<file path="src/rtl/mmio_pkg.sv">
// Shared constants and types for the MEM-stage MMIO responder.
// Latency: n/a (declarations only).
// Backpressure: n/a.
// Contents: register byte offsets within the 64-byte I/O window, LED/switch
// widths, the 3-bit register index type and a helper mapping offset -> index.
package mmio_pkg;

  localparam int LED_W = 27;
  localparam int SW_W  = 18;

  // Register index = address[5:3]; every register is one 64-bit word.
  typedef logic [2:0] reg_idx_t;

  localparam logic [5:0] OFF_LED     = 6'h00;
  localparam logic [5:0] OFF_SWITCH  = 6'h08;
  localparam logic [5:0] OFF_SW_EDGE = 6'h10;
  localparam logic [5:0] OFF_CYCLE   = 6'h18;
  localparam logic [5:0] OFF_CMP     = 6'h20;
  localparam logic [5:0] OFF_STATUS  = 6'h28;

  function automatic reg_idx_t reg_idx(input logic [5:0] off);
    return off[5:3];
  endfunction

endpackage

</file>
<file path="src/rtl/switch_debouncer.sv">
// Synchronises raw board switches and accepts a new level once it is stable.
// Latency: 2 + DEBOUNCE_CYCLES clocks with MMIO_DEBOUNCE_EN, 2 clocks without.
// Backpressure: none; free-running sampling path.
// Ports: clock, reset (sync, active-high), i_sw_raw (async switches),
//   o_stable (accepted level), o_rise (bits whose accepted level goes 0->1 at
//   the coming edge, so a capture register sets in step with o_stable).
// Build option: MMIO_DEBOUNCE_EN adds per-bit debounce counters.
module switch_debouncer
  import mmio_pkg::*;
#(
  parameter int DEBOUNCE_CYCLES = 16
) (
  input  logic            clock,
  input  logic            reset,
  input  logic [SW_W-1:0] i_sw_raw,
  output logic [SW_W-1:0] o_stable,
  output logic [SW_W-1:0] o_rise
);

  logic [SW_W-1:0] r_sync1;
  logic [SW_W-1:0] r_sync2;
  logic [SW_W-1:0] w_stable_nxt;

  always_ff @(posedge clock) begin
    if (reset) begin
      r_sync1 <= '0;
      r_sync2 <= '0;
    end else begin
      r_sync1 <= i_sw_raw;
      r_sync2 <= r_sync1;
    end
  end

`ifdef MMIO_DEBOUNCE_EN
  localparam int                CNT_W    = $clog2(DEBOUNCE_CYCLES);
  localparam logic [CNT_W-1:0]  CNT_LAST = CNT_W'(DEBOUNCE_CYCLES - 1);

  logic [SW_W-1:0]  r_stable;
  logic [CNT_W-1:0] r_cnt     [SW_W];
  logic [CNT_W-1:0] w_cnt_nxt [SW_W];

  // A bit flips only after disagreeing with the accepted level on
  // DEBOUNCE_CYCLES consecutive edges; any agreement restarts the count.
  always_comb begin
    w_stable_nxt = r_stable;
    for (int b = 0; b < SW_W; b++) begin
      w_cnt_nxt[b] = '0;
      if (r_sync2[b] != r_stable[b]) begin
        if (r_cnt[b] == CNT_LAST) begin
          w_stable_nxt[b] = r_sync2[b];
        end else begin
          w_cnt_nxt[b] = r_cnt[b] + 1'b1;
        end
      end
    end
  end

  always_ff @(posedge clock) begin
    if (reset) begin
      r_stable <= '0;
      for (int b = 0; b < SW_W; b++) r_cnt[b] <= '0;
    end else begin
      r_stable <= w_stable_nxt;
      for (int b = 0; b < SW_W; b++) r_cnt[b] <= w_cnt_nxt[b];
    end
  end

  assign o_stable = r_stable;
`else
  // Without debouncing the synchroniser output is the accepted level.
  localparam int debounce_cycles_unused = DEBOUNCE_CYCLES;
  assign w_stable_nxt = r_sync1;
  assign o_stable     = r_sync2;
`endif

  assign o_rise = w_stable_nxt & ~o_stable;

endmodule

</file>
<file path="src/rtl/mmio_io_responder.sv">
// MEM-stage MMIO responder: LEDs, debounced switches, edge capture, cycle timer.
// Latency: reads are combinational (zero-latency); writes commit at the next edge.
// Backpressure: none; every access is served in the cycle it is presented.
// Ports: clock, reset (sync, active-high); address/write_data/MemRead/MemWrite
//   from EX/MEM; read_data, hit back to the MEM mux; switches (raw async in),
//   leds (register drive), timer_irq (sticky compare flag).
// Build option: MMIO_DEBOUNCE_EN enables switch debounce counters.
module mmio_io_responder
  import mmio_pkg::*;
#(
  parameter logic [63:0] BASE_ADDR       = 64'h0000_0000_0000_1000,
  parameter int          DEBOUNCE_CYCLES = 16
) (
  input  logic             clock,
  input  logic             reset,
  input  logic [63:0]      address,
  input  logic [63:0]      write_data,
  input  logic             MemRead,
  input  logic             MemWrite,
  output logic [63:0]      read_data,
  output logic             hit,
  input  logic [SW_W-1:0]  switches,
  output logic [LED_W-1:0] leds,
  output logic             timer_irq
);

  logic [LED_W-1:0] r_leds;
  logic [SW_W-1:0]  r_sw_edge;
  logic [63:0]      r_cycle;
  logic [63:0]      r_cmp;
  logic             r_flag;

  logic             w_in_win;
  reg_idx_t         w_sel;
  logic             w_wr;
  logic [63:0]      w_rdata;
  logic [63:0]      w_cycle_nxt;
  logic [SW_W-1:0]  w_sw_stable;
  logic [SW_W-1:0]  w_sw_rise;
  logic [SW_W-1:0]  w_edge_clr;
  logic [2:0]       w_addr_lsb_unused;

  switch_debouncer #(
    .DEBOUNCE_CYCLES(DEBOUNCE_CYCLES)
  ) u_sw (
    .clock    (clock),
    .reset    (reset),
    .i_sw_raw (switches),
    .o_stable (w_sw_stable),
    .o_rise   (w_sw_rise)
  );

  // Byte lane within the word is irrelevant: any offset hits the whole word.
  assign w_addr_lsb_unused = address[2:0];
  assign w_in_win = (address[63:6] == BASE_ADDR[63:6]);
  assign w_sel    = address[5:3];
  assign hit      = w_in_win & (MemRead | MemWrite);
  assign w_wr     = w_in_win & MemWrite;

  always_comb begin
    w_rdata = '0;
    case (w_sel)
      reg_idx(OFF_LED):     w_rdata = {{(64-LED_W){1'b0}}, r_leds};
      reg_idx(OFF_SWITCH):  w_rdata = {{(64-SW_W){1'b0}}, w_sw_stable};
      reg_idx(OFF_SW_EDGE): w_rdata = {{(64-SW_W){1'b0}}, r_sw_edge};
      reg_idx(OFF_CYCLE):   w_rdata = r_cycle;
      reg_idx(OFF_CMP):     w_rdata = r_cmp;
      reg_idx(OFF_STATUS):  w_rdata = {63'd0, r_flag};
      default:              w_rdata = '0;
    endcase
  end

  // Current register state, so a combined read+write returns the old value.
  assign read_data = (w_in_win & MemRead) ? w_rdata : '0;

  assign w_edge_clr  = (w_wr && w_sel == reg_idx(OFF_SW_EDGE)) ? write_data[SW_W-1:0] : '0;
  assign w_cycle_nxt = (w_wr && w_sel == reg_idx(OFF_CYCLE)) ? write_data : r_cycle + 64'd1;

  always_ff @(posedge clock) begin
    if (reset) begin
      r_leds    <= '0;
      r_sw_edge <= '0;
      r_cycle   <= '0;
      r_cmp     <= '1;
      r_flag    <= 1'b0;
    end else begin
      if (w_wr && w_sel == reg_idx(OFF_LED)) r_leds <= write_data[LED_W-1:0];
      if (w_wr && w_sel == reg_idx(OFF_CMP)) r_cmp  <= write_data;
      // New edges dominate a same-cycle write-1-to-clear.
      r_sw_edge <= (r_sw_edge & ~w_edge_clr) | w_sw_rise;
      r_cycle   <= w_cycle_nxt;
      // Match looks at the value CYCLE is about to take; set dominates clear.
      if (w_cycle_nxt == r_cmp) begin
        r_flag <= 1'b1;
      end else if (w_wr && w_sel == reg_idx(OFF_STATUS) && write_data[0]) begin
        r_flag <= 1'b0;
      end
    end
  end

  assign leds      = r_leds;
  assign timer_irq = r_flag;

endmodule

</file>
<file path="config.mk">
export PLATFORM = sky130hd
export DESIGN_NAME = mmio_io_responder
export DESIGN_NICKNAME = d
export VERILOG_FILES = /design/src/rtl/mmio_pkg.sv /design/src/rtl/switch_debouncer.sv /design/src/rtl/mmio_io_responder.sv
export SDC_FILE = /design/constraint.sdc
export NUM_CORES = 1
export LEC_CHECK = 0
export ABC_CLOCK_PERIOD_IN_PS = 3800
export BUFFER_PORTS_ARGS = -buffer_cell sky130_fd_sc_hd__buf_2
export CAP_MARGIN = 20
export CORE_MARGIN = 2
export CORE_UTILIZATION = 40
export CTS_CLUSTER_DIAMETER = 60
export DETAILED_ROUTE_END_ITERATION = 10
export PLACE_DENSITY = 0.72
export RECOVER_POWER = 25
export SKIP_CTS_REPAIR_TIMING = 1
export SYNTH_ARGS = -nofsm -noshare
export SYNTH_HDL_FRONTEND = slang
export SYNTH_HIERARCHICAL = 1
export SYNTH_SLANG_ARGS = --single-unit
</file>
<file path="constraint.sdc">
create_clock -name clock -period 3.8 [get_ports clock]
set_clock_uncertainty 0.2 [all_clocks]
set_input_delay 0.76 -clock clock [delete_from_list [all_inputs] [get_ports clock]]
set_output_delay 0.76 -clock clock [all_outputs]
set_load 0.05 [all_outputs]
</file>
Word level (Yosys, flattened, before mapping) --
Index checks and enable logic that the tools add are counted.
Cells by class: $add $sub $neg 1, multipliers 0, divide/modulo/power cells 0, order comparisons 0, eq/ne operators 7, shift-type cells 0, multiplexer cells 6, bitwise logic cells 9, reductions and logical operators 8
Operator list (number):
- 64-bit case mux with 6 select lines | 1
- 64-bit 2-to-1 mux | 2
- 64-bit by 1-bit adder with 64-bit output (second input constant) | 1
- 64-bit == test | 1
- 58-bit by 7-bit == test with 1-bit output (second input constant) | 1
- 18-bit bitwise AND | 2
- 18-bit NOT | 2
- 18-bit 2-to-1 mux | 1
- 18-bit OR | 1
- 3-bit by 2-bit == test with 1-bit output (second input constant) | 2
- 3-bit == test (second input constant) | 2
- 1-bit logical AND | 6
- 1-bit bitwise AND | 3
- 3-bit by 1-bit == test with 1-bit output (second input constant) | 1
- 3-bit zero test | 1
- 1-bit 2-to-1 mux | 2
- 2-bit nonzero test | 1
- 1-bit OR | 1
Word-level totals: register bits after elaboration 210, bits in latches 0, bits in writable memories 0, memory bits (read-only) 0, bits of input ports 150, word-level logic and storage cells 38, memories 0

Logic depth before layout (Yosys ltp) --
word-level depth 7, depth in mapped cells 14, mapped depth without buffers 12

Cells and area by module --
Netlist, hierarchy kept.
Modules (own cells, without submodules):
- mmio_io_responder | instances 1, cells each 1426, area an instance 11149.4 sq um
- switch_debouncer | instances 1, cells each 93, area an instance 1107.3 sq um

Least setup slack after synthesis --
OpenSTA, ideal clock, no wires.
kind input to output, start point input address[7], end point output read_data[14], data arrival time 2745 ps, required time 2840 ps, slack 95 ps, cell stages on the path 8, buffers on the path 2, path through nor4b_1 > nand4_1 > nor2_1 > and2_1 > nand2_1 > clkbuf_1 > buf_1 > nor2_1
On the way: word-level cells in the longest chain between the ends 3
RTL lines:
- start: declaration | RTL line mmio_io_responder.sv:16 | input logic [63:0] address,
- 58-bit by 7-bit == test with 1-bit output | RTL line mmio_io_responder.sv:55 | assign w_in_win = (address[63:6] == BASE_ADDR[63:6]);
- 1-bit bitwise AND | RTL line mmio_io_responder.sv:74 | assign read_data = (w_in_win & MemRead) ? w_rdata : '0;
- 64-bit 2-to-1 mux | RTL line mmio_io_responder.sv:74
- end: declaration | RTL line mmio_io_responder.sv:20 | output logic [63:0] read_data,
No other way between the ends.

Worst setup path after layout --
start point register r_cycle[5], end point register r_flag, in the netlist timer_irq
On the way: word-level cells in the longest chain between the ends 4
RTL lines:
- start: declaration | RTL line mmio_io_responder.sv:29 | logic [63:0] r_cycle;
- start signal: assignment | RTL line mmio_io_responder.sv:91 | r_cycle <= w_cycle_nxt;
- 64-bit by 1-bit adder with 64-bit output (*) | RTL line mmio_io_responder.sv:77 | assign w_cycle_nxt = (w_wr && w_sel == reg_idx(OFF_CYCLE)) ? write_data : r_cycle + 64'd1;
- 64-bit 2-to-1 mux (*) | RTL line mmio_io_responder.sv:77
- 64-bit == test (*) | RTL line mmio_io_responder.sv:93 | if (w_cycle_nxt == r_cmp) begin
- 1-bit 2-to-1 mux / 2-bit nonzero test (equally long branches)
- end signal: assignment | RTL line mmio_io_responder.sv:85 | r_flag <= 1'b0;
- end signal: assignment | RTL line mmio_io_responder.sv:94 | r_flag <= 1'b1;
- end signal: assignment | RTL line mmio_io_responder.sv:96 | r_flag <= 1'b0;
- end: declaration | RTL line mmio_io_responder.sv:31 | logic r_flag;
Mark *: on every way between the ends. The rest lies on a longest branch, timed or not. A chain may end at the register's enable or synchronous reset.

==> summary by stage <==
Run status
The flow ran to the end, but the final reports show violations. The final reports fail on max-capacitance violations, max-slew violations.

Min path
In this run the worst hold path is classified as primary input to flop.

GRT
The residual overflow from global routing is 0. The number of antenna violations at the first check in global routing is 0. In the global route stage, overall resource usage came out at 0.286. The largest net degree at the start of global routing is 77. The number of global-route vias before repair was 12479.

The first global-routing pass estimated 71000 um of wire.

Logic synthesis
The number of nets handed over by synthesis was 1670. In this run, distinct cell masters in the synthesized netlist total 81. The post-synthesis sequential element count is 210. The share of the synthesized area in the top cell type is 0.343. The count of flip-flops with a built-in enable after synthesis is 0. The synthesized area divided by synthesized cell count is 8.07 um^2. The share of async-settable or async-resettable flops after synthesis is 0. The register area share after synthesis is 0.343.

The synthesized netlist occupies a cell area of 0.0123 mm^2. The top flip-flop cell by instance count after synthesis is sky130_fd_sc_hd__dfxtp_1. sky130_fd_sc_hd__dfxtp_1 takes more of the synthesized area than any other cell. Synthesis produced a netlist whose cell count is 1519. For this run, the number of Yosys warnings is 6. By area the synthesized netlist is led by sky130_fd_sc_hd__dfxtp_1, sky130_fd_sc_hd__nor2_1, sky130_fd_sc_hd__nor2b_1.

Floorplanning
The area of the die is 0.0321 mm^2. The die is 179 um tall. The die boundary width is 179 um.

The count of pins on the block boundary is 243. The effective utilization at floorplan is 0.404. The placeable core region is 0.0303 mm^2. Row generation in the floorplan step produced 64 rows.

CTS
The buffer levels on the longest clock path is 3. In this run the clock root is driven by a sky130_fd_sc_hd__clkbuf_16. Clock tree synthesis inserted a total of 27 buffers. The total number of H-tree levels is 1.

The clock sink count is 210. For the worst-skew pair, the clock arrives at the later sink with an insertion delay of 0.56 ns. The clock-pin slew of the registers on the worst-case setup and hold paths is 0.06 ns. The CTS tree is built.

Power and ir drop
The analysis attributes to cell leakage a power of 6.43 nW. Across the VDD grid, the largest voltage drop is 0.406 mV. The power density normalized to cell area is 333 mW/mm^2.

Cells and area
Compared with the post-synthesis result, the final layout area differs by 28.8%. The fraction of final layout cells with drive strength greater than 1 is 0.260. The finished layout holds 2256 standard cells, fillers aside. In the final layout, the multi-input gates occupy 0.00760 mm^2.

Leaving out fill and tap cells, the most frequent cells in the layout are sky130_fd_sc_hd__nor2_1, sky130_fd_sc_hd__buf_2, sky130_fd_sc_hd__dfxtp_1. The leading cell type in the layout, fill and taps excluded is sky130_fd_sc_hd__nor2_1. At the end of the flow, the number of nets in the layout was 1991.

The filler cells instantiated in the layout total 2875. The storage element area is 0.00420 mm^2. 0 antenna diodes ended up in the layout.

Timing
The actual transition at the worst max-transition pin is 2.34 ns. Setup repair after global routing could not meet its margin everywhere. Setup violations remaining at the end of the flow were counted as 0. The maximum operating frequency is 0.265 GHz. The number of endpoints with negative hold slack in the final report is 0. The minimum clock period after layout is 3.77 ns. The max-slew headroom at the worst pin is -0.562. The fraction of the cycle the final worst path needs is 0.992.

The number of max-slew violations in the final report came to 50. Hold timing on the final database bottoms out at a slack of 0.211 ns.

Placed design
Routability-driven placement finished with a final weighted congestion of 0.997. The total instance count after detailed placement is 2204. The HPWL after detailed placement is 35200 um. Buffers placed on the I/O ports in this run total 239.

Critical path
STA classifies the critical path startpoint as a flop. STA puts the critical path data arrival time at 4.04 ns. STA classifies the critical path endpoint as a flop. The largest driver fanout on the critical path is 9. The worst setup path is of the flop to flop kind. The required time of the critical path is 4.07 ns.

The critical path goes through nand3_2, or4_4, buf_12, nor3_4, buf_6, nand2_2, o31a_1, or4_1, o21ai_1, nand4_1, nor3_2, nand4_1, o31ai_1. Among the stages of the critical path, the cell type that occurs most often is sky130_fd_sc_hd__nand4_1. The slowest stage of the critical path is the sky130_fd_sc_hd__or4_4 cell. In this design, the stage delay of the slowest critical-path cell is 0.64 ns.

Drt
The total wirelength of the detailed-routed design is 46500 um. The number of search-and-repair iterations in the first detailed-routing pass is 6. Across all layers, the routed design uses 12876 vias.

The violation count after the first detailed-routing iteration is 1130. In the final routed layout, each cell accounts on average for 20.6 um. The detail route stage leaves a number of antenna-violating nets equal to 0. The detailed-route DRC error count is 0. Using the TritonRoute via totals, the vias-per-cell ratio works out to 5.71.

Job
Across the run, the number of max-cap violations was 1.
## state kept, by name (all words and copies together), names as in the netlist
signal / cells
r_cycle: 64
r_cmp: 64
r_sw_edge: 18
timer_irq: 1
leds: 27
u_sw/o_stable: 18
u_sw/r_sync1: 18
## per-layer routing
metal  vias to the layer above  share of wire  global-route usage
li1                       6070              -                   -
met1                      6190           0.44               0.379
met2                       531           0.45               0.467
met3                        85          0.075              0.0539
met4                         0          0.038              0.0969
met5                         -              0                   0
## cell families (layout without fill, tap and decap cells)
group                      count (synthesis)  count (layout)  synth area share
adders and majority gates                  1               1           0.00102
AOI/OAI and AO/OA                        296             296             0.176
muxes                                     64              64            0.0537
DFF                                      210             210             0.343
and+or+nand+nor                          697             697             0.292
buffers and inverters                    127             468            0.0444
xor gates and xnor gates                 124             124            0.0897
## synthesized netlist by cell type (all sizes together) (14+ instances only)
cell    count
a211o      66
a211oi     36
a21oi      54
a221oi     14
a22oi      54
buf        25
clkbuf     82
dfxtp     210
inv        20
mux2       14
mux2i      50
nand2      93
nand3      40
nand4      36
nor2      255
nor2b     105
nor3       47
nor4       37
o21ai      30
xnor2      66
xor2       57
## critical path: cells and delay by family, from the launching register on
kind,cells,cell delay (ns)
flops,1,0.46
buf+inv,2,0.35
simple gates,8,2.02
compound gates,3,0.64
## path summary, 6_finish.rpt
| path | startpoint | to | slack [ns] | depth (start not counted) |
|---|---|---|---|---|
| worst min-delay path | switches[8] | u_sw/r_sync1[8] | 0.21 | 2 |
| worst max-delay path | r_cycle[5] | timer_irq | 0.03 | 13 |
| worst max register to register | r_cycle[5] | timer_irq | 0.03 | 13 |
| worst min register to register | u_sw/r_sync1[5] | u_sw/o_stable[5] | 0.26 | 1 |
## layout make-up
cell class,instances,area share
clock buffer,31,0.0444
clock inverter,18,0.0136
inverter,20,0.00475
multi-input combinational,1182,0.481
sequential,210,0.266
tap,396,0.0314
timing repair buffer,399,0.158
## metrics by stage
stage           util  setup slack (ns)  setup TNS (ns)  area (um^2)  power [mW]
2_1_floorplan      -            0.0954               0        12300        2.47
3_3_place_gp   0.488            -0.252          -0.532        14800        2.65
3_5_place_dp   0.488            -0.325          -0.453        14800        2.66
4_1_cts        0.518           -0.0625          -0.269        15700        5.27
5_1_grt        0.520            -0.105          -0.215        15800        5.40
6_report       0.520            0.0297               0        15800        5.26
## power by group
group / internal [mW] / total [mW] / switching, mW
Sequential: 2.24 / 2.25 / 0.0177
Combinational: 0.148 / 0.361 / 0.213
Clock: 1.55 / 2.65 / 1.10
(Power assumes the default switching activity.)
